**src/rtl/iir_pkg.sv**
```systemverilog
// Package: iir_pkg
// Shared definitions for the time-multiplexed biquad IIR filter.
//  - state_t    : controller states (IDLE, one state per MAC product, OUT)
//  - acc_width  : accumulator width needed for five DW x CW products
//  - ch_width   : channel index width, at least one bit
//  - round_sat  : round-half-up, arithmetic shift and saturation of the
//                 accumulator, carried out on a 64-bit signed value
package iir_pkg;

  typedef enum logic [2:0] {
    IDLE,
    MAC0,
    MAC1,
    MAC2,
    MAC3,
    MAC4,
    OUT
  } state_t;

  // Five products of DW+CW bits need three guard bits to never overflow.
  function automatic int acc_width(input int dw, input int cw);
    return dw + cw + 3;
  endfunction

  function automatic int ch_width(input int n);
    return (n > 1) ? $clog2(n) : 1;
  endfunction

  // Adds half an LSB of the output grid, drops the fractional bits with an
  // arithmetic shift (so ties go towards +inf) and clamps to the signed
  // dw-bit range. The caller narrows the result to dw bits.
  function automatic logic signed [63:0] round_sat(input logic signed [63:0] acc,
                                                   input int frac,
                                                   input int dw);
    logic signed [63:0] r;
    logic signed [63:0] hi;
    logic signed [63:0] lo;
    r  = (acc + (64'sd1 <<< (frac - 1))) >>> frac;
    hi = (64'sd1 <<< (dw - 1)) - 64'sd1;
    lo = -(64'sd1 <<< (dw - 1));
    if (r > hi) begin
      return hi;
    end else if (r < lo) begin
      return lo;
    end else begin
      return r;
    end
  endfunction

endpackage

```
**src/rtl/iir_hist_bank.sv**
```systemverilog
// Module: iir_hist_bank
// Per-channel Direct Form I history: x[n-1], x[n-2], y[n-1], y[n-2].
// Ports:
//  clk, rst          clock, asynchronous active-low reset
//  clr               synchronous clear of every channel
//  rd_ch             channel whose history is presented on rd_*
//  rd_ok             rd_ch names an existing channel
//  rd_x1..rd_y2      history of rd_ch (zero when rd_ch is out of range)
//  wr_en, wr_ch      shift new sample/result into channel wr_ch
//  wr_x, wr_y        newest input sample and saturated output
module iir_hist_bank
  import iir_pkg::*;
#(
  parameter int DW     = 8,
  parameter int CH_CNT = 2,
  parameter int CHW    = ch_width(CH_CNT)
) (
  input  logic           clk,
  input  logic           rst,
  input  logic           clr,
  input  logic [CHW-1:0] rd_ch,
  output logic           rd_ok,
  output logic [DW-1:0]  rd_x1,
  output logic [DW-1:0]  rd_x2,
  output logic [DW-1:0]  rd_y1,
  output logic [DW-1:0]  rd_y2,
  input  logic           wr_en,
  input  logic [CHW-1:0] wr_ch,
  input  logic [DW-1:0]  wr_x,
  input  logic [DW-1:0]  wr_y
);

  logic [DW-1:0] x1_mem [CH_CNT];
  logic [DW-1:0] x2_mem [CH_CNT];
  logic [DW-1:0] y1_mem [CH_CNT];
  logic [DW-1:0] y2_mem [CH_CNT];

  // When CH_CNT fills the index space every index is a real channel.
  generate
    if (CH_CNT == (2 ** CHW)) begin : g_full
      assign rd_ok = 1'b1;
    end else begin : g_partial
      assign rd_ok = (rd_ch < CHW'(CH_CNT));
    end
  endgenerate

  always_comb begin
    rd_x1 = '0;
    rd_x2 = '0;
    rd_y1 = '0;
    rd_y2 = '0;
    if (rd_ok) begin
      rd_x1 = x1_mem[rd_ch];
      rd_x2 = x2_mem[rd_ch];
      rd_y1 = y1_mem[rd_ch];
      rd_y2 = y2_mem[rd_ch];
    end
  end

  always_ff @(posedge clk or negedge rst) begin
    if (!rst) begin
      for (int i = 0; i < CH_CNT; i++) begin
        x1_mem[i] <= '0;
        x2_mem[i] <= '0;
        y1_mem[i] <= '0;
        y2_mem[i] <= '0;
      end
    end else if (clr) begin
      for (int i = 0; i < CH_CNT; i++) begin
        x1_mem[i] <= '0;
        x2_mem[i] <= '0;
        y1_mem[i] <= '0;
        y2_mem[i] <= '0;
      end
    end else if (wr_en) begin
      x2_mem[wr_ch] <= x1_mem[wr_ch];
      x1_mem[wr_ch] <= wr_x;
      y2_mem[wr_ch] <= y1_mem[wr_ch];
      y1_mem[wr_ch] <= wr_y;
    end
  end

endmodule

```
**src/rtl/iir_biquad_tdm.sv**
```systemverilog
// Module: iir_biquad_tdm
// Programmable Direct Form I biquad, signed fixed point Q(DW-FRAC).FRAC,
// shared by CH_CNT channels through one multiplier and accumulator.
//   y[n] = b0*x[n] + b1*x[n-1] + b2*x[n-2] - a1*y[n-1] - a2*y[n-2]
// Each accepted sample takes one cycle per product (MAC0..MAC4), then the
// rounded/saturated result is held in OUT until out_ready.
// Ports:
//  clk, rst            clock, asynchronous active-low reset
//  clr                 zero all history and abort the sample in flight
//  b0, b1, b2          feed-forward coefficients (signed)
//  a1, a2              feedback coefficients (signed, subtracted)
//  in_valid/in_ready   input handshake; in_ch selects the channel, x the sample
//  out_valid/out_ready output handshake; out_ch and y carry the result
module iir_biquad_tdm
  import iir_pkg::*;
#(
  parameter int DW     = 8,
  parameter int CW     = 8,
  parameter int FRAC   = 4,
  parameter int CH_CNT = 2,
  parameter int CHW    = ch_width(CH_CNT)
) (
  input  logic           clk,
  input  logic           rst,
  input  logic           clr,
  input  logic [CW-1:0]  b0,
  input  logic [CW-1:0]  b1,
  input  logic [CW-1:0]  b2,
  input  logic [CW-1:0]  a1,
  input  logic [CW-1:0]  a2,
  input  logic           in_valid,
  output logic           in_ready,
  input  logic [CHW-1:0] in_ch,
  input  logic [DW-1:0]  x,
  output logic           out_valid,
  input  logic           out_ready,
  output logic [CHW-1:0] out_ch,
  output logic [DW-1:0]  y
);

  localparam int ACC_W = acc_width(DW, CW);
  localparam int PW    = DW + CW;

  state_t state, state_nxt;

  logic signed [DW-1:0]    x_q;
  logic [CHW-1:0]          ch_q;
  logic signed [CW-1:0]    b0_q, b1_q, b2_q, a1_q, a2_q;
  logic signed [ACC_W-1:0] acc, acc_base, acc_nxt, prod_ext;
  logic signed [CW-1:0]    coef_sel;
  logic signed [DW-1:0]    op_sel;
  logic                    sub_sel;
  logic signed [PW-1:0]    prod;
  logic signed [DW-1:0]    y_res;
  logic [DW-1:0]           y_q;
  logic [CHW-1:0]          out_ch_q;
  logic                    accept;
  logic                    hist_wr;
  logic                    ch_ok;
  logic [DW-1:0]           h_x1, h_x2, h_y1, h_y2;

  assign in_ready  = (state == IDLE);
  assign out_valid = (state == OUT);
  assign accept    = in_ready & in_valid & ~clr;
  assign y         = y_q;
  assign out_ch    = out_ch_q;

  // History is written as the last product lands, whether or not the sink
  // is ready; out-of-range channels never touch the bank.
  assign hist_wr = (state == MAC4) & ~clr & ch_ok;

  iir_hist_bank #(
    .DW     (DW),
    .CH_CNT (CH_CNT),
    .CHW    (CHW)
  ) u_hist (
    .clk   (clk),
    .rst   (rst),
    .clr   (clr),
    .rd_ch (ch_q),
    .rd_ok (ch_ok),
    .rd_x1 (h_x1),
    .rd_x2 (h_x2),
    .rd_y1 (h_y1),
    .rd_y2 (h_y2),
    .wr_en (hist_wr),
    .wr_ch (ch_q),
    .wr_x  (x_q),
    .wr_y  (y_res)
  );

  always_ff @(posedge clk or negedge rst) begin
    if (!rst) begin
      state <= IDLE;
    end else begin
      state <= state_nxt;
    end
  end

  // clr overrides any handshake and always lands the controller in IDLE.
  always_comb begin
    state_nxt = state;
    case (state)
      IDLE:    if (in_valid) state_nxt = MAC0;
      MAC0:    state_nxt = MAC1;
      MAC1:    state_nxt = MAC2;
      MAC2:    state_nxt = MAC3;
      MAC3:    state_nxt = MAC4;
      MAC4:    state_nxt = OUT;
      OUT:     if (out_ready) state_nxt = IDLE;
      default: state_nxt = IDLE;
    endcase
    if (clr) begin
      state_nxt = IDLE;
    end
  end

  // One coefficient/operand pair per MAC state; feedback terms subtract.
  always_comb begin
    coef_sel = b0_q;
    op_sel   = x_q;
    sub_sel  = 1'b0;
    case (state)
      MAC1: begin
        coef_sel = b1_q;
        op_sel   = h_x1;
      end
      MAC2: begin
        coef_sel = b2_q;
        op_sel   = h_x2;
      end
      MAC3: begin
        coef_sel = a1_q;
        op_sel   = h_y1;
        sub_sel  = 1'b1;
      end
      MAC4: begin
        coef_sel = a2_q;
        op_sel   = h_y2;
        sub_sel  = 1'b1;
      end
      default: ;
    endcase
  end

  // Negation happens at accumulator width, so even the most negative
  // product is subtracted exactly. MAC0 starts a fresh sum.
  always_comb begin
    prod     = PW'(coef_sel) * PW'(op_sel);
    prod_ext = ACC_W'(prod);
    acc_base = (state == MAC0) ? '0 : acc;
    acc_nxt  = sub_sel ? (acc_base - prod_ext) : (acc_base + prod_ext);
    y_res    = DW'(round_sat(64'(acc_nxt), FRAC, DW));
  end

  // Sample, channel and coefficient snapshot so later input changes cannot
  // disturb the sample being computed.
  always_ff @(posedge clk or negedge rst) begin
    if (!rst) begin
      x_q  <= '0;
      ch_q <= '0;
      b0_q <= '0;
      b1_q <= '0;
      b2_q <= '0;
      a1_q <= '0;
      a2_q <= '0;
    end else if (accept) begin
      x_q  <= x;
      ch_q <= in_ch;
      b0_q <= b0;
      b1_q <= b1;
      b2_q <= b2;
      a1_q <= a1;
      a2_q <= a2;
    end
  end

  always_ff @(posedge clk or negedge rst) begin
    if (!rst) begin
      acc <= '0;
    end else if ((state != IDLE) && (state != OUT)) begin
      acc <= acc_nxt;
    end
  end

  // Result register: loaded once as MAC4 finishes and held through OUT.
  always_ff @(posedge clk or negedge rst) begin
    if (!rst) begin
      y_q      <= '0;
      out_ch_q <= '0;
    end else if ((state == MAC4) && !clr) begin
      y_q      <= ch_ok ? y_res : '0;
      out_ch_q <= ch_q;
    end
  end

endmodule

```
**config.mk**
```make
export PLATFORM = sky130hd
export DESIGN_NAME = iir_biquad_tdm
export DESIGN_NICKNAME = d
export VERILOG_FILES = /design/src/rtl/iir_pkg.sv /design/src/rtl/iir_hist_bank.sv /design/src/rtl/iir_biquad_tdm.sv
export SDC_FILE = /design/constraint.sdc
export NUM_CORES = 1
export LEC_CHECK = 0
export BUFFER_PORTS_ARGS = -buffer_cell sky130_fd_sc_hd__buf_2
export CAP_MARGIN = 20
export CORE_ASPECT_RATIO = 2
export CORE_MARGIN = 1.5
export CORE_UTILIZATION = 53
export CTS_CLUSTER_DIAMETER = 50
export DETAILED_ROUTE_END_ITERATION = 6
export PLACE_DENSITY = 0.71
export SYNTH_ARGS = -nofsm -noshare
export SYNTH_HDL_FRONTEND = slang
export SYNTH_SLANG_ARGS = --single-unit
```
**constraint.sdc**
```tcl
create_clock -name clk -period 13.08 [get_ports clk]
set_input_delay 0 -clock clk [delete_from_list [all_inputs] [get_ports clk]]
set_output_delay 0 -clock clk [all_outputs]
set_load 0.02 [all_outputs]
```
==> impl_results.html <==
<table>
<tr><th>Metric</th><th>Value</th></tr>
<tr><th colspan="2">Timing</th></tr>
<tr><td>Crit share post-route</td><td>83.1%</td></tr>
<tr><td>Maximum clock frequency</td><td>92.0 MHz</td></tr>
<tr><td>Pin slew with the least headroom to its limit</td><td>1.01 ns</td></tr>
<tr><td>RSZ-0062 raised after global routing</td><td>false</td></tr>
<tr><td>Relative slew margins</td><td>32.3%</td></tr>
<tr><td>Total count of hold-check failures in the final report</td><td>0</td></tr>
<tr><td>Final max-slew violation count</td><td>0</td></tr>
<tr><td>Final count of negative-setup-slack endpoints</td><td>0</td></tr>
<tr><td>Worst setup skew after layout</td><td>0.00631 ns</td></tr>
<tr><td>Setup tns final</td><td>0 ns</td></tr>
<tr><td>Minimum clock period after layout</td><td>10.87 ns</td></tr>
<tr><th colspan="2">Clock tree</th></tr>
<tr><td>Number of buffers added by the clock tree synthesis step</td><td>17</td></tr>
<tr><td>Quantity of gates resized following cts</td><td>0</td></tr>
<tr><td>Buffer depth of the longest clock path</td><td>2</td></tr>
<tr><td>Clock tree from TritonCTS</td><td>yes</td></tr>
<tr><td>Cell at the root of the clock tree</td><td>sky130_fd_sc_hd__clkbuf_16</td></tr>
<tr><td>Number of hold-repair buffers added at the cts stage</td><td>52</td></tr>
<tr><td>Number of setup buffers added after CTS</td><td>0</td></tr>
<tr><td>Clock sink count</td><td>144</td></tr>
<tr><td>Worst-path clk slew</td><td>0.06 ns</td></tr>
<tr><td>Clock insertion delay at the later pin of the skew report</td><td>0.43 ns</td></tr>
<tr><td>H-tree lvl count</td><td>4</td></tr>
<tr><th colspan="2">Yosys</th></tr>
<tr><td>Count of flip-flops with a built-in enable after synthesis</td><td>0</td></tr>
<tr><td>Async SR Flop Fraction</td><td>100%</td></tr>
<tr><td>Count of state elements after synthesis</td><td>144</td></tr>
<tr><td>Post-Syn Instances</td><td>1121</td></tr>
<tr><td>Ys Warns</td><td>0</td></tr>
<tr><td>Mapped Nets</td><td>1280</td></tr>
<tr><td>Post-synthesis sequential area ratio</td><td>33.1%</td></tr>
<tr><td>Post-synth cell types</td><td>75</td></tr>
<tr><td>Post-Syn Area per Cell</td><td>9.70 um^2</td></tr>
<tr><td>Ys flop type</td><td>sky130_fd_sc_hd__dfrtp_1</td></tr>
<tr><td>Netlist area before placement</td><td>10900 um^2</td></tr>
<tr><th colspan="2">Placed design</th></tr>
<tr><td>Placed wire-length estimate</td><td>21600 um</td></tr>
<tr><td>Routability cong.</td><td>0.976</td></tr>
<tr><td>Number of port buffers</td><td>64</td></tr>
<tr><th colspan="2">Floorplan</th></tr>
<tr><td>Num ports</td><td>65</td></tr>
<tr><td>Starting density of the core</td><td>53.6%</td></tr>
<tr><td>Std-Cell Core Area</td><td>20300 um^2</td></tr>
<tr><td>Horiz. Die Dim</td><td>104 um</td></tr>
<tr><td>Cell Rows</td><td>74</td></tr>
<tr><td>Die height</td><td>206 um</td></tr>
<tr><td>DIE AREA</td><td>21400 um^2</td></tr>
<tr><th colspan="2">Setup path</th></tr>
<tr><td>Required @ worst endpoint</td><td>13.34 ns</td></tr>
<tr><td>Cell occurring most often along the worst timing path</td><td>sky130_fd_sc_hd__fa_1</td></tr>
<tr><td>Critical Path Slowest Stage Cell</td><td>sky130_fd_sc_hd__a21oi_2</td></tr>
<tr><td>Category of the worst setup path capture point</td><td>flip-flop</td></tr>
<tr><td>Critical path class</td><td>flip-flop to flip-flop</td></tr>
<tr><td>Startpoint kind of the worst setup timing path</td><td>flip-flop</td></tr>
<tr><td>Max stage delay on crit path</td><td>0.78 ns</td></tr>
<tr><td>Critical Path Fanout Max</td><td>21</td></tr>
<tr><td>Crit path DAT</td><td>11.13 ns</td></tr>
<tr><th colspan="2">Finish</th></tr>
<tr><td>Area added between synthesis and finish</td><td>15.2%</td></tr>
<tr><td>Fill cell count</td><td>1628</td></tr>
<tr><td>Core utilization of the finished layout</td><td>61.7%</td></tr>
<tr><td>Final layout net count</td><td>1375</td></tr>
<tr><td>Share of cells above drive strength 1</td><td>16.5%</td></tr>
<tr><td>Antenna fix cells</td><td>0</td></tr>
<tr><th colspan="2">Detailed routing</th></tr>
<tr><td>Detailed Route WL</td><td>29800 um</td></tr>
<tr><td>Per-cell routed wire length</td><td>19.9 um</td></tr>
<tr><td>Number of DRC markers after the initial detailed-route iteration</td><td>519</td></tr>
<tr><td>DR WL met2</td><td>16100 um</td></tr>
<tr><td>Vias per inst</td><td>6.00</td></tr>
<tr><td>Met3 wire length</td><td>1100 um</td></tr>
<tr><td>DRT met1 WL</td><td>10600 um</td></tr>
<tr><td>Count of TritonRoute iterations in the first routing pass</td><td>5</td></tr>
<tr><td>Uppermost layer routed</td><td>met4</td></tr>
<tr><td>Final ANT Viol Nets</td><td>0</td></tr>
<tr><td>Post-detailed-route DRC marker count</td><td>0</td></tr>
<tr><td>Total number of vias</td><td>8960</td></tr>
<tr><th colspan="2">Run</th></tr>
<tr><td>Number of violations of the max-capacitance limit</td><td>0</td></tr>
<tr><th colspan="2">Global routing</th></tr>
<tr><td>Vias in the first global route</td><td>9466</td></tr>
<tr><td>Leftover overflow at the end of global routing</td><td>0</td></tr>
<tr><td>Global-route wire length before repair</td><td>48300 um</td></tr>
<tr><td>Number of antenna violations at the first check in global routing</td><td>0</td></tr>
<tr><td>Maximum number of pins on one net before global-route repair</td><td>85</td></tr>
<tr><td>Overall track demand over capacity in global routing</td><td>29.1%</td></tr>
<tr><th colspan="2">Run status</th></tr>
<tr><td>Status</td><td>completed</td></tr>
<tr><th colspan="2">Min path</th></tr>
<tr><td>Hold/Removal Path Class</td><td>input port to flip-flop</td></tr>
</table>
[routing by layer]
layer | track usage (%) | vias to the layer above
li1 | - | 4149
met5 | 0 | -
met3 | 3.96 | 119
met1 | 30.4 | 4387
met2 | 53.6 | 305
met4 | 19.7 | 0
[sequential cells by signal, summed over array words and instances (netlist names)]
signal / cells
b2_q: 8
ch_q: 1
u_hist.y1_mem: 16
u_hist.x2_mem: 16
u_hist.y2_mem: 16
b1_q: 8
a2_q: 8
y: 8
acc: 19
b0_q: 8
out_ch: 1
a1_q: 8
u_hist.x1_mem: 16
state: 3
x_q: 8
[per-stage QoR]
step / std cells / hold slack [ns] / area [um^2] / setup WS [ns]
global route: 1493 / 0.0303 / 12500 / 1.56
global placement: 1410 / 0.113 / 11400 / 2.39
floorplan: 1121 / -0.296 / 10900 / 3.91
finish: 1493 / 0.0268 / 12500 / 2.21
CTS: 1492 / 0.000588 / 12500 / 2.17
detailed placement: 1410 / 0.113 / 11400 / 2.22
[cells in the final DEF (no fill, tap or decap), types with 37 or more instances in the layout]
cell type,n
sky130_fd_sc_hd__buf_2,63
sky130_fd_sc_hd__inv_1,100
sky130_fd_sc_hd__fa_1,57
sky130_fd_sc_hd__a21oi_1,52
sky130_fd_sc_hd__nor2_1,73
sky130_fd_sc_hd__mux2_2,60
sky130_fd_sc_hd__mux2i_1,41
sky130_fd_sc_hd__o21ai_0,37
sky130_fd_sc_hd__nand2_1,98
sky130_fd_sc_hd__ha_1,48
sky130_fd_sc_hd__dlygate4sd3_1,52
sky130_fd_sc_hd__dfrtp_1,143
[critical path, delay by kind of cell (launching register included)]
family,cells,cell delay (ns)
AOI/OAI and AO/OA,13,4.42
xor gates and xnor gates,2,0.52
adders and majority gates,6,2.88
buffers and inverters,3,0.25
DFF,1,0.70
and+or+nand+nor,6,1.93
[cell usage after synthesis, drive strengths merged (3+ instances only)]
cell type / count / area (um^2)
a211o: 3 / 26.3
a211oi: 17 / 133
a21bo: 3 / 30.0
a21o: 8 / 60.1
a21oi: 53 / 269
a22o: 32 / 280
a22oi: 9 / 67.6
a31oi: 6 / 37.5
and2: 7 / 43.8
and3: 8 / 50.1
buf: 18 / 87.6
clkbuf: 34 / 128
dfrtp: 144 / 3600
fa: 57 / 1140
ha: 48 / 601
inv: 100 / 375
mux2: 60 / 676
mux2i: 41 / 410
mux4: 3 / 67.6
nand2: 98 / 368
nand2b: 8 / 50.1
nand3: 15 / 75.1
nand4: 4 / 25.0
nor2: 74 / 278
nor2b: 32 / 200
nor3: 18 / 90.1
nor3b: 3 / 22.5
nor4: 6 / 37.5
o211a: 3 / 30.0
o211ai: 15 / 113
o21a: 5 / 37.5
o21ai: 49 / 257
o221ai: 5 / 43.8
o22ai: 7 / 43.8
o311ai: 18 / 158
o32ai: 5 / 43.8
o41ai: 3 / 45.1
or2: 17 / 106
or3: 7 / 43.8
or4: 3 / 22.5
xnor2: 31 / 272
xor2: 15 / 131
[worst paths after layout]
kind / startpoint / cells past startpoint / end / slack (ns)
max: state[1] / 30 / u_hist.y1_mem[12] / 2.21
min: clr / 2 / state[1] / 0.03
max reg2reg: state[1] / 30 / u_hist.y1_mem[12] / 2.21
min reg2reg: acc[13] / 2 / acc[13] / 0.47
max in group asynchronous: rst / 3 / b0_q[5] / 11.61
min in group asynchronous: rst / 2 / u_hist.x2_mem[11] / 0.18
[cells by family after synthesis]
logic type      synth area share, %
xor+xnor                       3.91
fa+ha+maj                      16.0
buf+inv                        5.43
flops                          33.1
mux                            10.6
compound gates                 17.3
simple gates                   13.5
[final cells by class]
cell class              instances  area [um^2]  share of cell area (%)
multi-input cells             825         6680                    53.4
flip-flops and latches        144         3600                    28.8
well taps                     266          333                    2.66
repair buffers                128          941                    7.52
clock inverters                 8          106                   0.850
clock buffers                  22          474                    3.79
inverters                     100          375                    3.00
Power is not shown: default switching activity piles up to over one toggle a cycle in this logic, so the estimate is an artifact.
